### config.mk
export PLATFORM = sky130hd
export DESIGN_NAME = filter_arbiter_flat
export DESIGN_NICKNAME = d
export VERILOG_FILES = /design/src/rtl/filter_arbiter_if.sv /design/src/rtl/filter_arbiter.sv /design/src/flat_wrapper.sv
export SDC_FILE = /design/constraint.sdc
export NUM_CORES = 1
export LEC_CHECK = 0
export ABC_CLOCK_PERIOD_IN_PS = 2100
export BUFFER_PORTS_ARGS = -buffer_cell sky130_fd_sc_hd__buf_2
export CAP_MARGIN = 5
export CORE_UTILIZATION = 36
export DETAILED_ROUTE_END_ITERATION = 10
export GPL_ROUTABILITY_DRIVEN = 0
export GPL_TIMING_DRIVEN = 0
export PLACE_DENSITY_LB_ADDON = 0.15
export SKIP_CTS_REPAIR_TIMING = 1
export SYNTH_ARGS = -nofsm -noshare
export SYNTH_HDL_FRONTEND = slang
export SYNTH_SLANG_ARGS = --single-unit
### constraint.sdc
create_clock -name clk -period 2.1 [get_ports clk]
set_input_delay 0.525 -clock clk [delete_from_list [all_inputs] [get_ports clk]]
set_output_delay 0.525 -clock clk [all_outputs]
set_load 0.005 [all_outputs]
### src/rtl/filter_arbiter_if.sv
// Channel-side handshake bundle for filter_arbiter.
// Ports: ch_valid/ch_data from the sources, ch_ready back from the arbiter.
interface filter_arbiter_if #(
    parameter int WIDTH = 16,
    parameter int NCH   = 4
);
    logic [NCH-1:0]       ch_valid;
    logic [NCH*WIDTH-1:0] ch_data;
    logic [NCH-1:0]       ch_ready;

    modport master (
        output ch_valid,
        output ch_data,
        input  ch_ready
    );

    modport slave (
        input  ch_valid,
        input  ch_data,
        output ch_ready
    );
endinterface

### src/rtl/filter_arbiter.sv
// Round-robin arbiter sharing one pipelined filter among NCH channels.
// Ports: clk, rst (sync, active-high); ch (channel bundle, slave side);
//   flt_data/flt_valid -> filter, flt_result <- filter;
//   out_data/out_valid/out_ch tagged filter output; busy activity flag.
module filter_arbiter #(
    parameter int WIDTH = 16,
    parameter int NCH   = 4,
    parameter int TAPS  = 4,
    parameter int BURST = 4,
    parameter int LAT   = 5
) (
    input  logic                     clk,
    input  logic                     rst,
    filter_arbiter_if.slave          ch,
    output logic [WIDTH-1:0]         flt_data,
    output logic                     flt_valid,
    input  logic [WIDTH-1:0]         flt_result,
    output logic [WIDTH-1:0]         out_data,
    output logic                     out_valid,
    output logic [$clog2(NCH)-1:0]   out_ch,
    output logic                     busy
);
    localparam int IW = $clog2(NCH);
    localparam int CW = (BURST > 1) ? $clog2(BURST) : 1;
    localparam int FW = (TAPS > 1) ? $clog2(TAPS) : 1;

    typedef enum logic [1:0] {
        IDLE  = 2'd0,
        GRANT = 2'd1,
        FLUSH = 2'd2
    } state_t;

    state_t        state_q, state_d;
    logic [IW-1:0] g_q, g_d;
    logic [IW-1:0] last_q, last_d;
    logic [CW-1:0] cnt_q, cnt_d;
    logic [FW-1:0] fcnt_q, fcnt_d;

    logic          tv_q [LAT];
    logic [IW-1:0] tc_q [LAT];

    logic          cur_valid;
    logic          accept;
    logic          any_valid;
    logic          pick_hit;
    logic [IW-1:0] pick;
    logic [IW:0]   sum;
    logic [IW-1:0] cand;
    logic          pipe_any;
    logic [WIDTH-1:0] sel_data;

    assign cur_valid = ch.ch_valid[g_q];
    assign any_valid = |ch.ch_valid;
    assign accept    = (state_q == GRANT) && cur_valid;

    // Round-robin search: first requesting channel after last_q,
    // wrapping modulo NCH.
    always_comb begin
        pick     = '0;
        pick_hit = 1'b0;
        sum      = '0;
        cand     = '0;
        for (int k = 1; k <= NCH; k++) begin
            sum = {1'b0, last_q} + (IW+1)'(k);
            if (sum >= (IW+1)'(NCH)) begin
                sum = sum - (IW+1)'(NCH);
            end
            cand = sum[IW-1:0];
            if (!pick_hit && ch.ch_valid[cand]) begin
                pick     = cand;
                pick_hit = 1'b1;
            end
        end
    end

    // Data mux for the granted channel.
    always_comb begin
        sel_data = '0;
        for (int i = 0; i < NCH; i++) begin
            if (g_q == IW'(i)) begin
                sel_data = ch.ch_data[i*WIDTH +: WIDTH];
            end
        end
    end

    always_comb begin
        ch.ch_ready = '0;
        for (int i = 0; i < NCH; i++) begin
            ch.ch_ready[i] = (state_q == GRANT) && (g_q == IW'(i));
        end
    end

    assign flt_data  = (state_q == GRANT) ? sel_data : '0;
    assign flt_valid = (state_q == GRANT) ? cur_valid : 1'b0;

    always_comb begin
        state_d = state_q;
        g_d     = g_q;
        last_d  = last_q;
        cnt_d   = cnt_q;
        fcnt_d  = fcnt_q;
        unique case (state_q)
            IDLE: begin
                if (any_valid && pick_hit) begin
                    g_d     = pick;
                    cnt_d   = '0;
                    state_d = GRANT;
                end
            end
            GRANT: begin
                if (!cur_valid) begin
                    // Source went quiet: give up the rest of the burst.
                    last_d  = g_q;
                    fcnt_d  = '0;
                    state_d = FLUSH;
                end else begin
                    cnt_d = cnt_q + CW'(1);
                    if (cnt_q == CW'(BURST-1)) begin
                        last_d  = g_q;
                        fcnt_d  = '0;
                        state_d = FLUSH;
                    end
                end
            end
            FLUSH: begin
                // Bubbles drain the shared delay line between owners.
                if (fcnt_q == FW'(TAPS-1)) begin
                    state_d = IDLE;
                end else begin
                    fcnt_d = fcnt_q + FW'(1);
                end
            end
            default: begin
                state_d = IDLE;
            end
        endcase
    end

    always_ff @(posedge clk) begin
        if (rst) begin
            state_q <= IDLE;
            g_q     <= '0;
            last_q  <= IW'(NCH-1);
            cnt_q   <= '0;
            fcnt_q  <= '0;
        end else begin
            state_q <= state_d;
            g_q     <= g_d;
            last_q  <= last_d;
            cnt_q   <= cnt_d;
            fcnt_q  <= fcnt_d;
        end
    end

    // Tag pipe tracks which accepted sample emerges from the filter.
    always_ff @(posedge clk) begin
        if (rst) begin
            for (int i = 0; i < LAT; i++) begin
                tv_q[i] <= 1'b0;
                tc_q[i] <= '0;
            end
        end else begin
            tv_q[0] <= accept;
            tc_q[0] <= g_q;
            for (int i = 1; i < LAT; i++) begin
                tv_q[i] <= tv_q[i-1];
                tc_q[i] <= tc_q[i-1];
            end
        end
    end

    always_comb begin
        pipe_any = 1'b0;
        for (int i = 0; i < LAT; i++) begin
            pipe_any = pipe_any | tv_q[i];
        end
    end

    assign out_data  = flt_result;
    assign out_valid = tv_q[LAT-1];
    assign out_ch    = tc_q[LAT-1];
    assign busy      = (state_q != IDLE) || pipe_any;

endmodule

### src/flat_wrapper.sv
// flat-port wrapper written by rule: the top's interface ports become plain ports
module filter_arbiter_flat 
#(
    parameter int WIDTH = 16,
    parameter int NCH   = 4,
    parameter int TAPS  = 4,
    parameter int BURST = 4,
    parameter int LAT   = 5
)
  (clk, rst, flt_data, flt_valid, flt_result, out_data, out_valid, out_ch, busy, ch_ch_valid, ch_ch_data, ch_ch_ready);
  filter_arbiter_if #(.WIDTH(WIDTH), .NCH(NCH)) ch_i ();
  input  logic clk;
  input  logic rst;
  output logic [WIDTH-1:0] flt_data;
  output logic flt_valid;
  input  logic [WIDTH-1:0] flt_result;
  output logic [WIDTH-1:0] out_data;
  output logic out_valid;
  output logic [$clog2(NCH)-1:0] out_ch;
  output logic busy;
  input wire logic [$bits(ch_i.ch_valid)-1:0] ch_ch_valid;
  input wire logic [$bits(ch_i.ch_data)-1:0] ch_ch_data;
  output wire logic [$bits(ch_i.ch_ready)-1:0] ch_ch_ready;
  assign ch_i.ch_valid = ch_ch_valid;
  assign ch_i.ch_data = ch_ch_data;
  assign ch_ch_ready = ch_i.ch_ready;
  filter_arbiter #(.WIDTH(WIDTH), .NCH(NCH), .TAPS(TAPS), .BURST(BURST), .LAT(LAT)) u_core (.clk(clk), .rst(rst), .ch(ch_i), .flt_data(flt_data), .flt_valid(flt_valid), .flt_result(flt_result), .out_data(out_data), .out_valid(out_valid), .out_ch(out_ch), .busy(busy));
endmodule
After elaboration in Yosys (flattened, before gate mapping) --
Memories as Yosys holds them, arrays and structs flattened. Cells that the tools add are included.
Cells by class: bitwise operators 14, $add $sub $neg 10, mux-type cells 55, reduce and logical (&&, ||, !) cells 24, eq/ne operators 13, magnitude comparators 9
Operators with widths (number):
- 2-to-1 mux 16 bit | 5
- 2-to-1 mux 2 bit | 24
- 2-to-1 mux 1 bit | 18
- less-than comparator 2 x 3 -> 1 bit (second input constant) | 5
- OR 1 bit | 14
- >= comparator 3 bit (second input constant) | 4
- binary-select mux 1 bit (select 2 bit) | 5
- == test 2 bit (second input constant) | 5
- logical AND 1 bit | 9
- AND reduction 3 bit | 3
- one-hot mux 2 bit (2 select lines) | 2
- subtractor 2 x 1 -> 2 bit (second input constant) | 4
- adder 2 x 2 -> 3 bit (second input constant) | 2
- != test 2 x 1 -> 1 bit (second input constant) | 3
- one-hot mux 2 bit (3 select lines) | 1
- nonzero test 2 bit | 3
- adder 2 x 1 -> 2 bit (second input constant) | 2
- == test 2 x 1 -> 1 bit (second input constant) | 2
- zero test 2 bit | 2
- != test 2 bit (second input constant) | 2
- AND reduction 2 bit | 2
- OR reduction 4 bit | 1
- adder 2 x 1 -> 3 bit (second input constant) | 1
- adder 2 x 3 -> 3 bit (second input constant) | 1
- 3 further kinds | 5
Storage, ports and cells: logic and storage cells 132, memory bits (writable) 15, memories kept 2, register bits after elaboration 10
Memories:
- u_core.tc_q | words 5, bits a word 2, read ports 5, clocked after memory_dff 0, write ports 5, RTL line filter_arbiter.sv:40 | logic [IW-1:0] tc_q [LAT];
- u_core.tv_q | words 5, bits a word 1, read ports 5, clocked after memory_dff 0, write ports 5, RTL line filter_arbiter.sv:39 | logic tv_q [LAT];

Depth between registers and ports, before layout --
depth in word-level cells 18, depth in mapped cells 5, gate-level depth less buffers 5

Worst setup path after synthesis --
No wires, ideal clock.
path kind register -> output, start register u_core.g_q[0], end output port flt_data[11], arrival time 1.461 ns, data required time 1.575 ns, path slack 0.114 ns, stages on the path, launching flop included 5, cells stage by stage dfxtp_1 -> buf_4 -> clkbuf_1 -> mux4_2 -> and2_1
Between the ends: word-level cells in the longest chain between the ends 6, elaborated cells between the ends (all ways) 9, those cells by class eq/ne (3); mux (5); reduce/logical (1)
Ends and longest elaborated chain:
- start, declared | RTL line filter_arbiter.sv:34 | logic [IW-1:0] g_q, g_d;
- start signal, assigned | RTL line filter_arbiter.sv:148 | g_q <= g_d;
- zero test 2 bit | RTL line filter_arbiter.sv:80 | if (g_q == IW'(i)) begin
- 2-to-1 mux 16 bit (3 in series) | RTL line filter_arbiter.sv:80
- 2-to-1 mux 16 bit (*) | RTL line filter_arbiter.sv:80
- 2-to-1 mux 16 bit (*) | RTL line filter_arbiter.sv:93 | assign flt_data = (state_q == GRANT) ? sel_data : '0;
- end, declared | RTL line flat_wrapper.sv:14 | output logic [WIDTH-1:0] flt_data;
Every way passes the cells marked *; elsewhere a longest branch is shown, timed or not.

Final worst setup path --
start register u_core.g_q[0], end output port flt_data[12]
The elaborated chain is that of the path after synthesis.

==> run_results.csv <==
group,metric,value,unit
worst_setup_path,timing.critical_path.from_type,"flip-flop",
cells_and_area,commonest_cells_after_routing_fill_and_taps_aside,"buf_2 (93), buf_4 (23), dfxtp_1 (23)",
power,power.leakage,1.24,nW
die,floorplan.io_pins,127,
power,p_per_area,617,mW/mm^2
grt,groute.usage.overall,0.179,
clock_tree,clock_tree.htree_level_count,1,
sta,fin_ws,-0.0641,ns
worst_hold_path,worst_hold_path.endpoint,"u_core.tc_q[0][5]",
worst_setup_path,crit_end_element,"output port",
synthesis,synth_top_flop_cell,"dfxtp_1",
detailed_routing,first_pass_iters,4,
cells_and_area,stdcell_count,331,
sta,setup-violations-final,16,
die,placement_rows,23,
grt,antenna_violations_before_repair,0,
placement,port_buffers,109,
worst_hold_path,instance_count_along_the_most_critical_hold_path,1,
sta,min_period_over_period,1.03,
cells_and_area,postLayoutCoreUtil,0.613,
worst_setup_path,reg2reg_setup_slack,0.28,ns
detailed_routing,route.detailed.vias_per_inst,4.93,
cells_and_area,filler_cell_count,366,
detailed_routing,detail_route.wl_per_cell,13.5,um
sta,final_number_of_hold_violating_endpoints,0,
cells_and_area,area_delta_synth_final,57.9,%
placement,dp_hpwl,3570,um
synthesis,synth_enable_flop_cells,0,
flow_run,max_cap_viol_count,0,
synthesis,synth_async_sr_flop_share,0,
synthesis,syn_nets,251,
worst_hold_path,holdCritPathClass,"flip-flop to flip-flop",
worst_setup_path,crit-reg2reg-capture,"u_core.fcnt_q[0]",
detailed_routing,first_iter_violations,35,
die,initial_core_utilization,0.388,
clock_tree,clock_tree_from_tritoncts,"done",
synthesis,synth_area_per_cell,9.87,sq um
cells_and_area,antenna_cells_inserted,0,
outcome,status,"finished with violations",
worst_setup_path,required,1.57,ns
synthesis,synth.yosys.seq_area_share,0.311,
worst_setup_path,critical_path_arrival,1.64,ns
grt,grt-ovfl-total,0,
detailed_routing,vias,1632,
detailed_routing,drt.antenna.violating_nets,0,
clock_tree,cts_inserted_buffers,3,
detailed_routing,drc,0,
cells_and_area,nNetsFinal,370,
synthesis,synthesis.instances,163,
sta,timing.clock.skew,0.00486,ns
placement,postPlaceCellArea,0.00222,sq mm
sta,timing_max_transition_violations_final,0,
synthesis,netlist-cell-type-count,28,
cells_and_area,final_cell_area,0.00254,sq mm
worst_setup_path,worstRegToRegCells,6,
sta,timing.setup.tns,-0.665,ns
die,core_area,0.00414,sq mm
worst_setup_path,crit_path_max_fanout,6,
clock_tree,clkLatencyLatePin,0.27,ns
die,die-width,68.9,um
cells_and_area,mostFrequentLayoutCell,"buf_2",
die,die-area,0.00474,sq mm
power,vdd.ir_drop.worst,420,uV
grt,vias_in_the_first_global_route,1482,
placement,dp.cells,322,
sta,grt_setup_unrepaired,"yes",
sta,timing_worst_slew_pin_value,0.511,ns
synthesis,syn_area,0.00161,sq mm
worst_hold_path,hp-start,"u_core.tc_q[0][3]",
worst_setup_path,path_class,"flip-flop to output port",
sta,fmax,462,MHz
grt,grt_start_max_net_pins,16,
placement,post-place-ws,-0.197,ns
clock_tree,cts_buffer_depth,2,
worst_setup_path,rr_startpoint,"u_core.g_q[0]",
detailed_routing,drt_wl_total,4470,um
clock_tree,cts.sinks,25,
clock_tree,cts.root.buffer_cell,"clkbuf_8",
clock_tree,clk_pin_slew_worst_paths,0.09,ns
synthesis,ys.warnings.count,0,
outcome,violations_in_the_final_reports,"setup timing",
cells_and_area,ratio_of_cells_with_drive_above_1_in_the_final_layout,0.648,
sta,post-route-min-period,2.16,ns
synthesis,synth.ff_latch_count,25,
die,fp.dieH,68.9,um
grt,grt_pass1_wl,6300,um
sta,slew-limit-headroom,0.659,
stage by stage:
stage	power, W	hold WS, ns
detailed placement	0.00109	0.426
global route	0.00167	0.465
finish	0.00157	0.444
CTS	0.00138	0.450
global placement	0.00108	0.419
floorplan	0.000893	0.414
routing by layer:
| layer | part of all wire | track usage | up-vias |
|---|---|---|---|
| li1 | - | - | 799 |
| met5 | 0 | 0 | - |
| met3 | 0.092 | 0.0477 | 10 |
| met2 | 0.53 | 0.369 | 84 |
| met4 | 0.013 | 0.0434 | 0 |
| met1 | 0.36 | 0.170 | 739 |
cells in the mapped netlist, drive strengths merged, types with 2 or more instances:
master	count	area share
nor4	2	0.0078
inv	3	0.0070
nor2b	18	0.070
and2	17	0.066
mux2i	2	0.012
mux4	17	0.24
o21ai	2	0.0062
a211oi	2	0.0093
nor2	12	0.028
nor3	7	0.022
a21oi	7	0.024
buf	20	0.092
clkbuf	9	0.021
ha	2	0.016
nand2	6	0.014
dfxtp	25	0.31
nand2b	2	0.0078
a21o	2	0.0093
cells by family (layout without fill, tap and decap cells):
family / count (synthesis) / after routing / synth area share
buf+inv: 32 / 150 / 0.120
compound gates: 16 / 16 / 0.0645
simple gates: 69 / 69 / 0.239
fa+ha+maj: 2 / 2 / 0.0155
mux: 19 / 19 / 0.250
flops: 25 / 25 / 0.311
area by class of cell:
class | instances | area, sq um | share of cell area
plain buffers | 28 | 226 | 0.0892
flip-flops and latches | 25 | 503 | 0.198
clock inverters | 1 | 7.51 | 0.00296
well taps | 50 | 62.6 | 0.0246
multi-input cells | 106 | 958 | 0.377
inverters | 3 | 11.3 | 0.00443
clock buffers | 3 | 41.3 | 0.0163
repair buffers | 115 | 729 | 0.287
where the power goes:
part,leakage [nW],total (W),switching [W],internal (W)
clock network,0.0217,0.000282,0.000148,0.000134
logic,1.01,0.000744,0.000262,0.000482
registers,0.204,0.000541,0.0000318,0.000509
total,1.24,0.00157,0.000442,0.00112
how the worst max path moves through the flow:
stage | from | to | slack (ns) | depth (start not counted)
after floorplan | u_core.g_q[0] | flt_data[11] | 0.11 | 4
after global placement | u_core.g_q[0] | flt_data[13] | -0.18 | 5
after detailed placement | u_core.g_q[0] | flt_data[13] | -0.20 | 5
after CTS | u_core.g_q[0] | flt_data[13] | -0.51 | 5
after global routing | u_core.g_q[0] | flt_data[5] | -0.13 | 5
final | u_core.g_q[0] | flt_data[12] | -0.06 | 5
sequential cells by signal, summed over array words and instances (netlist names):
register / cells
u_core.g_q: 2
u_core.cnt_q: 2
u_core.tc_q: 10
u_core.fcnt_q: 2
u_core.state_q: 2
u_core.tv_q: 5
u_core.last_q: 2
worst max-delay path, stage by stage (launching register included):
cell     delay (ns)
dfxtp_2        0.34
buf_8          0.13
buf_8          0.12
mux4_2         0.50
and2_4         0.18
buf_6          0.10
(Power assumes the default switching activity.)
